## config.mk

```make
export PLATFORM = sky130hd
export DESIGN_NAME = stepper_channel_sync_flat
export DESIGN_NICKNAME = d
export VERILOG_FILES = /design/src/rtl/stepper_pkg.sv /design/src/rtl/stepper_channel_sync_if.sv /design/src/rtl/stepper_sync_edge.sv /design/src/rtl/stepper_channel_sync.sv /design/src/flat_wrapper.sv
export SDC_FILE = /design/constraint.sdc
export NUM_CORES = 1
export LEC_CHECK = 0
export ABC_AREA = 1
export CORE_ASPECT_RATIO = 1.2
export CORE_MARGIN = 3
export CORE_UTILIZATION = 50
export CTS_CLUSTER_DIAMETER = 30
export DETAILED_ROUTE_END_ITERATION = 10
export PLACE_DENSITY = 0.78
export SLEW_MARGIN = 25
export SYNTH_ARGS = -nofsm -noshare
export SYNTH_HDL_FRONTEND = slang
export SYNTH_SLANG_ARGS = --single-unit
```

## constraint.sdc

```tcl
create_clock -name clk -period 11.7 [get_ports clk]
set_input_delay 2.34 -clock clk [delete_from_list [all_inputs] [get_ports clk]]
set_output_delay 2.34 -clock clk [all_outputs]
set_load 0.01 [all_outputs]
```

## src/rtl/stepper_pkg.sv

```systemverilog
// Shared definitions for the synchronous stepper channel: microstep codes,
// A3988 quarter-step phase table and microstep grid navigation.
package stepper_pkg;

    localparam logic [3:0] MS_FULL = 4'd1;
    localparam logic [3:0] MS_HALF = 4'd2;
    localparam logic [3:0] MS_QTR  = 4'd4;

    typedef struct packed {
        logic p1_i0;
        logic p1_i1;
        logic p1_ph;
        logic p2_i0;
        logic p2_i1;
        logic p2_ph;
    } phase_pins_t;

    // Both bridges in coast: I0=I1=1, phase don't-care driven low
    localparam phase_pins_t PINS_COAST = 6'b110_110;

    typedef enum logic [1:0] {
        STEP_NONE,
        STEP_ACCEPT,
        STEP_DROP
    } step_evt_t;

    function automatic logic ms_valid(input logic [3:0] ms);
        return (ms == MS_FULL) || (ms == MS_HALF) || (ms == MS_QTR);
    endfunction

    function automatic phase_pins_t phase_lookup(input logic [3:0] idx, input logic modified);
        logic [5:0] p;
        case (idx)
            4'd0:  p = 6'b111_001;
            4'd1:  p = 6'b011_001;
            4'd2:  p = 6'b001_001;
            4'd3:  p = 6'b001_011;
            4'd4:  p = 6'b001_111;
            4'd5:  p = 6'b001_010;
            4'd6:  p = 6'b001_000;
            4'd7:  p = 6'b011_000;
            4'd8:  p = 6'b110_000;
            4'd9:  p = 6'b010_000;
            4'd10: p = 6'b000_000;
            4'd11: p = 6'b000_010;
            4'd12: p = 6'b000_110;
            4'd13: p = 6'b000_011;
            4'd14: p = 6'b000_001;
            4'd15: p = 6'b010_001;
        endcase
        // Full-step points carry the modified-sequence I0 bit on both bridges
        if (idx[1:0] == 2'b10) begin
            p = p | {modified, 2'b00, modified, 2'b00};
        end
        return phase_pins_t'(p);
    endfunction

    function automatic logic on_grid(input logic [3:0] idx, input logic [3:0] ms);
        case (ms)
            MS_FULL: return idx[1:0] == 2'b10;
            MS_HALF: return !idx[0];
            default: return 1'b1;
        endcase
    endfunction

    // Nearest grid point strictly past idx in the step direction (mod 16)
    function automatic logic [3:0] grid_next(input logic [3:0] idx, input logic dir,
                                             input logic [3:0] ms);
        logic [3:0] cand;
        logic       found;
        logic [3:0] res;
        res   = idx;
        found = 1'b0;
        for (int unsigned d = 1; d <= 4; d++) begin
            cand = dir ? idx + 4'(d) : idx - 4'(d);
            if (!found && on_grid(cand, ms)) begin
                res   = cand;
                found = 1'b1;
            end
        end
        return res;
    endfunction

endpackage

```

## src/rtl/stepper_channel_sync_if.sv

```systemverilog
// Control/status bundle between the step generator side and one stepper channel.
interface stepper_channel_sync_if #(
    parameter int unsigned POS_WIDTH = 32
);
    logic                 step;
    logic                 dir;
    logic [3:0]           microstep;
    logic                 modified_mode;
    logic                 enable;
    logic                 pos_load;
    logic [POS_WIDTH-1:0] pos_value;
    logic                 ovr_clear;

    logic                 phase1_I0;
    logic                 phase1_I1;
    logic                 phase1_phase;
    logic                 phase2_I0;
    logic                 phase2_I1;
    logic                 phase2_phase;
    logic [POS_WIDTH-1:0] position;
    logic [3:0]           seq_index;
    logic                 step_ack;
    logic                 step_overrun;
    logic                 cfg_err;

    modport master (
        output step, dir, microstep, modified_mode, enable, pos_load, pos_value, ovr_clear,
        input  phase1_I0, phase1_I1, phase1_phase, phase2_I0, phase2_I1, phase2_phase,
        input  position, seq_index, step_ack, step_overrun, cfg_err
    );

    modport slave (
        input  step, dir, microstep, modified_mode, enable, pos_load, pos_value, ovr_clear,
        output phase1_I0, phase1_I1, phase1_phase, phase2_I0, phase2_I1, phase2_phase,
        output position, seq_index, step_ack, step_overrun, cfg_err
    );
endinterface

```

## src/rtl/stepper_sync_edge.sv

```systemverilog
// Shared step/dir synchroniser with registered rising-edge detect on step;
// dir travels through an identical pipeline so it stays aligned with the pulse.
module stepper_sync_edge #(
    parameter int unsigned SYNC_STAGES = 2
) (
    input  logic clk,
    input  logic rst,
    input  logic step,
    input  logic dir,
    output logic step_rise,
    output logic dir_sync
);
    logic [SYNC_STAGES-1:0] step_sr;
    logic [SYNC_STAGES-1:0] dir_sr;
    logic                   step_prev;

    always_ff @(posedge clk or posedge rst) begin
        if (rst) begin
            step_sr   <= '0;
            dir_sr    <= '0;
            step_prev <= 1'b0;
            step_rise <= 1'b0;
            dir_sync  <= 1'b0;
        end else begin
            step_sr   <= {step_sr[SYNC_STAGES-2:0], step};
            dir_sr    <= {dir_sr[SYNC_STAGES-2:0], dir};
            step_prev <= step_sr[SYNC_STAGES-1];
            step_rise <= step_sr[SYNC_STAGES-1] & ~step_prev;
            dir_sync  <= dir_sr[SYNC_STAGES-1];
        end
    end
endmodule

```

## src/rtl/stepper_channel_sync.sv

```systemverilog
// Synchronous step/dir stepper channel driving one A3988 bridge pair, with
// microstep snapping, step-rate lockout, coast enable and signed position.
module stepper_channel_sync
    import stepper_pkg::*;
#(
    parameter int unsigned POS_WIDTH       = 32,
    parameter int unsigned SYNC_STAGES     = 2,
    parameter int unsigned MIN_STEP_CYCLES = 4,
    parameter int unsigned RESET_INDEX     = 2
) (
    input logic                   clk,
    input logic                   rst,
    stepper_channel_sync_if.slave bus
);
    localparam int unsigned LOCK_W = (MIN_STEP_CYCLES > 1) ? $clog2(MIN_STEP_CYCLES) : 1;
    localparam logic [LOCK_W-1:0] LOCK_RELOAD =
        (MIN_STEP_CYCLES > 0) ? LOCK_W'(MIN_STEP_CYCLES - 1) : '0;

    logic                 step_rise;
    logic                 dir_sync;
    logic [3:0]           seq_index;
    logic [POS_WIDTH-1:0] position;
    logic                 step_ack;
    logic                 step_overrun;
    logic                 cfg_err;
    logic [3:0]           ms_q;
    logic [LOCK_W-1:0]    lock_cnt;
    phase_pins_t          pins_q;

    step_evt_t            evt;
    logic [3:0]           idx_next;
    logic [3:0]           delta;
    logic [POS_WIDTH-1:0] pos_next;

    stepper_sync_edge #(
        .SYNC_STAGES(SYNC_STAGES)
    ) u_sync (
        .clk      (clk),
        .rst      (rst),
        .step     (bus.step),
        .dir      (bus.dir),
        .step_rise(step_rise),
        .dir_sync (dir_sync)
    );

    always_comb begin
        evt      = STEP_NONE;
        idx_next = seq_index;
        delta    = '0;
        pos_next = position;
        if (step_rise && bus.enable && !cfg_err) begin
            evt = (lock_cnt == '0) ? STEP_ACCEPT : STEP_DROP;
        end
        if (evt == STEP_ACCEPT) begin
            idx_next = grid_next(seq_index, dir_sync, ms_q);
            delta    = dir_sync ? idx_next - seq_index : seq_index - idx_next;
            pos_next = dir_sync ? position + POS_WIDTH'(delta)
                                : position - POS_WIDTH'(delta);
        end
        // A load overrides the step's position update; the index still moves
        if (bus.pos_load) begin
            pos_next = bus.pos_value;
        end
    end

    always_ff @(posedge clk or posedge rst) begin
        if (rst) begin
            seq_index    <= 4'(RESET_INDEX);
            position     <= '0;
            step_ack     <= 1'b0;
            step_overrun <= 1'b0;
            cfg_err      <= 1'b0;
            ms_q         <= MS_QTR;
            lock_cnt     <= '0;
            pins_q       <= phase_lookup(4'(RESET_INDEX), 1'b0);
        end else begin
            seq_index <= idx_next;
            position  <= pos_next;
            step_ack  <= (evt == STEP_ACCEPT);
            ms_q      <= bus.microstep;
            cfg_err   <= !ms_valid(bus.microstep);
            if (evt == STEP_DROP) begin
                step_overrun <= 1'b1;
            end else if (bus.ovr_clear) begin
                step_overrun <= 1'b0;
            end
            if (evt == STEP_ACCEPT) begin
                lock_cnt <= LOCK_RELOAD;
            end else if (lock_cnt != '0) begin
                lock_cnt <= lock_cnt - 1'b1;
            end
            pins_q <= bus.enable ? phase_lookup(idx_next, bus.modified_mode) : PINS_COAST;
        end
    end

    assign bus.phase1_I0    = pins_q.p1_i0;
    assign bus.phase1_I1    = pins_q.p1_i1;
    assign bus.phase1_phase = pins_q.p1_ph;
    assign bus.phase2_I0    = pins_q.p2_i0;
    assign bus.phase2_I1    = pins_q.p2_i1;
    assign bus.phase2_phase = pins_q.p2_ph;
    assign bus.position     = position;
    assign bus.seq_index    = seq_index;
    assign bus.step_ack     = step_ack;
    assign bus.step_overrun = step_overrun;
    assign bus.cfg_err      = cfg_err;
endmodule

```

## src/flat_wrapper.sv

```systemverilog
// flat-port wrapper written by rule: the top's interface ports become plain ports
module stepper_channel_sync_flat import stepper_pkg::*;
#(
    parameter int unsigned POS_WIDTH       = 32,
    parameter int unsigned SYNC_STAGES     = 2,
    parameter int unsigned MIN_STEP_CYCLES = 4,
    parameter int unsigned RESET_INDEX     = 2
)
  (clk, rst, bus_step, bus_dir, bus_microstep, bus_modified_mode, bus_enable, bus_pos_load, bus_pos_value, bus_ovr_clear, bus_phase1_I0, bus_phase1_I1, bus_phase1_phase, bus_phase2_I0, bus_phase2_I1, bus_phase2_phase, bus_position, bus_seq_index, bus_step_ack, bus_step_overrun, bus_cfg_err);
  stepper_channel_sync_if #(.POS_WIDTH(POS_WIDTH)) bus_i ();
  input logic clk;
  input logic rst;
  input wire logic [$bits(bus_i.step)-1:0] bus_step;
  input wire logic [$bits(bus_i.dir)-1:0] bus_dir;
  input wire logic [$bits(bus_i.microstep)-1:0] bus_microstep;
  input wire logic [$bits(bus_i.modified_mode)-1:0] bus_modified_mode;
  input wire logic [$bits(bus_i.enable)-1:0] bus_enable;
  input wire logic [$bits(bus_i.pos_load)-1:0] bus_pos_load;
  input wire logic [$bits(bus_i.pos_value)-1:0] bus_pos_value;
  input wire logic [$bits(bus_i.ovr_clear)-1:0] bus_ovr_clear;
  output wire logic [$bits(bus_i.phase1_I0)-1:0] bus_phase1_I0;
  output wire logic [$bits(bus_i.phase1_I1)-1:0] bus_phase1_I1;
  output wire logic [$bits(bus_i.phase1_phase)-1:0] bus_phase1_phase;
  output wire logic [$bits(bus_i.phase2_I0)-1:0] bus_phase2_I0;
  output wire logic [$bits(bus_i.phase2_I1)-1:0] bus_phase2_I1;
  output wire logic [$bits(bus_i.phase2_phase)-1:0] bus_phase2_phase;
  output wire logic [$bits(bus_i.position)-1:0] bus_position;
  output wire logic [$bits(bus_i.seq_index)-1:0] bus_seq_index;
  output wire logic [$bits(bus_i.step_ack)-1:0] bus_step_ack;
  output wire logic [$bits(bus_i.step_overrun)-1:0] bus_step_overrun;
  output wire logic [$bits(bus_i.cfg_err)-1:0] bus_cfg_err;
  assign bus_i.step = bus_step;
  assign bus_i.dir = bus_dir;
  assign bus_i.microstep = bus_microstep;
  assign bus_i.modified_mode = bus_modified_mode;
  assign bus_i.enable = bus_enable;
  assign bus_i.pos_load = bus_pos_load;
  assign bus_i.pos_value = bus_pos_value;
  assign bus_i.ovr_clear = bus_ovr_clear;
  assign bus_phase1_I0 = bus_i.phase1_I0;
  assign bus_phase1_I1 = bus_i.phase1_I1;
  assign bus_phase1_phase = bus_i.phase1_phase;
  assign bus_phase2_I0 = bus_i.phase2_I0;
  assign bus_phase2_I1 = bus_i.phase2_I1;
  assign bus_phase2_phase = bus_i.phase2_phase;
  assign bus_position = bus_i.position;
  assign bus_seq_index = bus_i.seq_index;
  assign bus_step_ack = bus_i.step_ack;
  assign bus_step_overrun = bus_i.step_overrun;
  assign bus_cfg_err = bus_i.cfg_err;
  stepper_channel_sync #(.POS_WIDTH(POS_WIDTH), .SYNC_STAGES(SYNC_STAGES), .MIN_STEP_CYCLES(MIN_STEP_CYCLES), .RESET_INDEX(RESET_INDEX)) u_core (.clk(clk), .rst(rst), .bus(bus_i));
endmodule
```

==> reports/results.md <==
- **via count of the routed design** 5261
- **endpoint kind of the worst setup timing path** flip-flop
- **count of mapped cells out of synthesis** 718
- **number of buffers inserted for hold repair after clock tree synthesis** 0
- **Int Pwr** 729.6 uW
- **biggest area consumer among synthesized cells** sky130_fd_sc_hd__dfrtp_1
- **Root Buffer Master** sky130_fd_sc_hd__clkbuf_16
- **share of cells above drive strength 1** 6.511%
- **Total Power** 1397 uW
- **data required time of the worst path** 11.91 ns
- **delay of the slowest cell on the worst path** 0.59 ns
- **Max IR drop VDD** 95.92 uV
- **fraction of power spent switching nets** 47.78%
- **cell area after synthesis** 0.005032 mm^2
- **CTS clock-pin slew for the worst setup and hold paths** 0.05 ns
- **CTS HTree Levels** 3
- **WP data arrival** 6.51 ns
- **number of enable-type register cells in the synthesized netlist** 0
- **Multi-input gate area** 0.003209 mm^2
- **Seq pwr share** 19.3%
- **final setup violating endpoints** 0
- **maximum net fanout on the critical path** 12
- **Max-slew headroom** 36.22%
- **Critical Path Source** u_core.u_sync.dir_sync
- **number of hold violations in the final report** 0
- **antenna fix cells** 0
- **vias per cell** 5.615
- **core area** 0.009662 mm^2
- **clock tree from TritonCTS** done
- **Ys Warns** 0
- **Iteration-0 DRC Markers** 242
- **remaining global-route overflow** 0
- **Gate power share** 61.3%
- **vias in the first global route** 5480
- **minimum clock period after layout** 6.294 ns
- **number of inserted filler cells in the final layout** 862
- **Bufs on Longest Clock Path** 2
- **initial standard-cell utilization of the core** 52.08%
- **Rows** 39
- **number of pins exceeding their max-slew limit in the final report** 0
- **setup repair after global routing missed its margin** false
- **power density of the placed cells** 220.1 mW/mm^2
- **launch instance of the worst min-delay path** u_core.u_sync.dir_sr[0]
- **top-area cell type share of the netlist area** 26.85%
- **Most Frequent Cell on Critical Path** sky130_fd_sc_hd__nand2_1
- **worst reg2reg path endpoint** u_core.bus.position[17]
- **Synth cell types** 42
- **# Post-CTS Setup Buffers** 0
- **cell family with most CP delay** simple AND/OR/NAND/NOR gates
- **setup tns final** 0 ns
- **maximum frequency from static timing analysis** 0.1589 GHz
- **total net switching power** 667.6 uW
- **first-pass GRT wire length** 25540 um
- **cell count after placement** 921
- **result of the run** completed
- **average cell area after synthesis** 7.009 um^2
- **clock sinks** 58
- **cell with the largest stage delay on the worst path** sky130_fd_sc_hd__nor2_1
- **kind of launch point of the worst setup path** flip-flop
- **Area growth syn-to-layout** 26.13%
- **die extent in y** 115.9 um
- **I/O Pins** 89
- **register area share after synthesis** 28.94%
- **number of buffers created by CTS** 9
- **HPWL after detailed placement** 11930 um
- **critical path buffer and inverter count** 5
- **Least-Margin Pin Slew** 0.9557 ns
- **cells resized by post-CTS repair** 0
- **final worst path period share** 53.80%
- **WHS Endpoint** u_core.u_sync.dir_sr[1]
- **storage element area** 0.001456 mm^2
- **flops & latches, synth** 58
- **total wire length** 15380 um
- **register-to-register path setup slack** 5.41 ns
- **HP Class** flip-flop to flip-flop
- **number of instances on the worst hold path** 0
- **# port buffers** 88
- **Routed wire per std cell** 16.41 um
- **DRT Pass-1 Iters** 5
- **number of antenna violations at the first check in global routing** 0
- **die outline width** 97.58 um
- **commonest cells in the synthesized netlist** sky130_fd_sc_hd__nand2_1 (205), sky130_fd_sc_hd__inv_1 (84), sky130_fd_sc_hd__nor2_1 (57)
- **Worst Setup Path Type** flip-flop to flip-flop
- **post-route antenna net violation count** 0
- **part of the total power dissipated in the clock network** 19.4%
- **fraction of registers with async set or reset after synthesis** 100.0%
- **area of the die** 0.01131 mm^2
- **final net count** 904
- **Worst Skew** 0.007619 ns
- **depth of the worst register-to-register path** 31
- **pin count of the biggest net entering global routing** 59
- **post-detailed-route DRC marker count** 0
- **most repeated cell in the gate-level netlist after synthesis** sky130_fd_sc_hd__nand2_1
- **worst reg2reg path startpoint** u_core.u_sync.dir_sync
- **final RePlAce weighted congestion** 0.8941
- **final std cells w/o fill** 937
- **insertion delay of the later-clocked pin in the worst-skew pair** 0.34 ns
- **syn_nets** 813
- **leak pwr** 0.002984 uW
- **largest cells by area after synthesis** sky130_fd_sc_hd__dfrtp_1 (27%), sky130_fd_sc_hd__nand2_1 (15%), sky130_fd_sc_hd__ha_1 (11%)
- **global-route usage over all layers** 28.19%
- **maximum capacitance violations** 0
- **leading register cell type out of synthesis** sky130_fd_sc_hd__dfrtp_1
[worst register-to-register path, delay by kind of cell, from the launching register on]
family	cells	cell delay, ns
flops	1	0.56
buf+inv	5	0.41
simple gates	13	1.96
compound gates	7	1.54
fa+ha+maj	5	1.47
xor+xnor	1	0.23
[power by group through the flow]
stage               clock network [uW]  logic (uW)  registers [uW]
floorplan                            0         585             276
finish                             271         856             269
global route                       284         965             275
detailed placement                   0         840             272
CTS                                274         851             270
global placement                     0         822             272
[logic make-up after synthesis]
family | count (synthesis) | synth area share (%)
buf+inv | 97 | 7.285
compound gates | 136 | 15.91
simple gates | 359 | 31.33
fa+ha+maj | 51 | 13.58
flops | 58 | 28.94
xor+xnor | 17 | 2.959
[flip-flops by register name (all words and copies together), names as in the netlist, 2 cells and up]
name and cells:
u_core.bus.seq_index 4, u_core.bus.position 32, u_core.u_sync.dir_sr 2, u_core.ms_q 4
u_core.u_sync.step_sr 2, u_core.lock_cnt 2
[worst max-delay path by stage]
| stage | slack, ns | to | cells after the start |
|---|---|---|---|
| after global routing | 4.86 | u_core.bus.position[17] | 31 |
| after detailed placement | 5.54 | u_core.bus.position[17] | 31 |
| after floorplan | 6.70 | u_core.bus.position[17] | 31 |
| final | 5.41 | u_core.bus.position[17] | 31 |
| after CTS | 5.49 | u_core.bus.position[17] | 31 |
| after global placement | 5.73 | u_core.bus.position[17] | 31 |
[cells in the final DEF, fill, tap and decap left out, types with 3 or more instances in the layout]
cell and instances:
sky130_fd_sc_hd__nand2_1 205, sky130_fd_sc_hd__clkdlybuf4s50_1 88, sky130_fd_sc_hd__inv_1 83, sky130_fd_sc_hd__nor2_1 57, sky130_fd_sc_hd__dfrtp_1 54, sky130_fd_sc_hd__a21oi_1 51, sky130_fd_sc_hd__nand3_1 47, sky130_fd_sc_hd__ha_1 45
sky130_fd_sc_hd__o21ai_0 37, sky130_fd_sc_hd__o211ai_1 16, sky130_fd_sc_hd__nand4_1 10, sky130_fd_sc_hd__xor2_1 10, sky130_fd_sc_hd__clkbuf_16 9, sky130_fd_sc_hd__nor3_1 8, sky130_fd_sc_hd__xnor2_1 7, sky130_fd_sc_hd__nand2_2 6
sky130_fd_sc_hd__fa_1 6, sky130_fd_sc_hd__nor2_2 5, sky130_fd_sc_hd__a31oi_1 5, sky130_fd_sc_hd__or2_2 5, sky130_fd_sc_hd__inv_2 4, sky130_fd_sc_hd__nand3b_1 4, sky130_fd_sc_hd__a21boi_0 4, sky130_fd_sc_hd__o21a_1 4
sky130_fd_sc_hd__a22o_1 4, sky130_fd_sc_hd__dfstp_2 4, sky130_fd_sc_hd__o21bai_1 3, sky130_fd_sc_hd__nor2_4 3, sky130_fd_sc_hd__o311ai_0 3, sky130_fd_sc_hd__nand3_2 3, sky130_fd_sc_hd__clkinvlp_4 3
[per-stage QoR]
step / cell area, um^2 / hold WS (ns) / util, % / setup WS (ns)
finish: 6347 / 0.3498 / 65.70 / 5.406
global route: 6347 / 0.3611 / 65.70 / 4.857
CTS: 6347 / 0.3499 / 65.70 / 5.487
detailed placement: 6042 / 0.3381 / 62.54 / 5.541
global placement: 6042 / 0.3362 / 62.54 / 5.729
floorplan: 5032 / 0.3312 / - / 6.705
[routing by layer]
metal / global-route usage [%] / part of all wire, % / vias up
met3: 3.552 / 3.7 / 53
met2: 54.73 / 54 / 164
met1: 29.99 / 38 / 2469
met4: 14.04 / 3.6 / 0
li1: - / - / 2575
met5: 0 / 0 / -
[final cells by class]
cell class,instances,area share (%)
clock buffer,10,3.765
tap,123,2.425
timing repair buffer,90,14.11
inverter,87,5.145
clock inverter,6,1.045
sequential,58,22.95
multi-input combinational,563,50.56
Power figures use the tool's default switching activity.
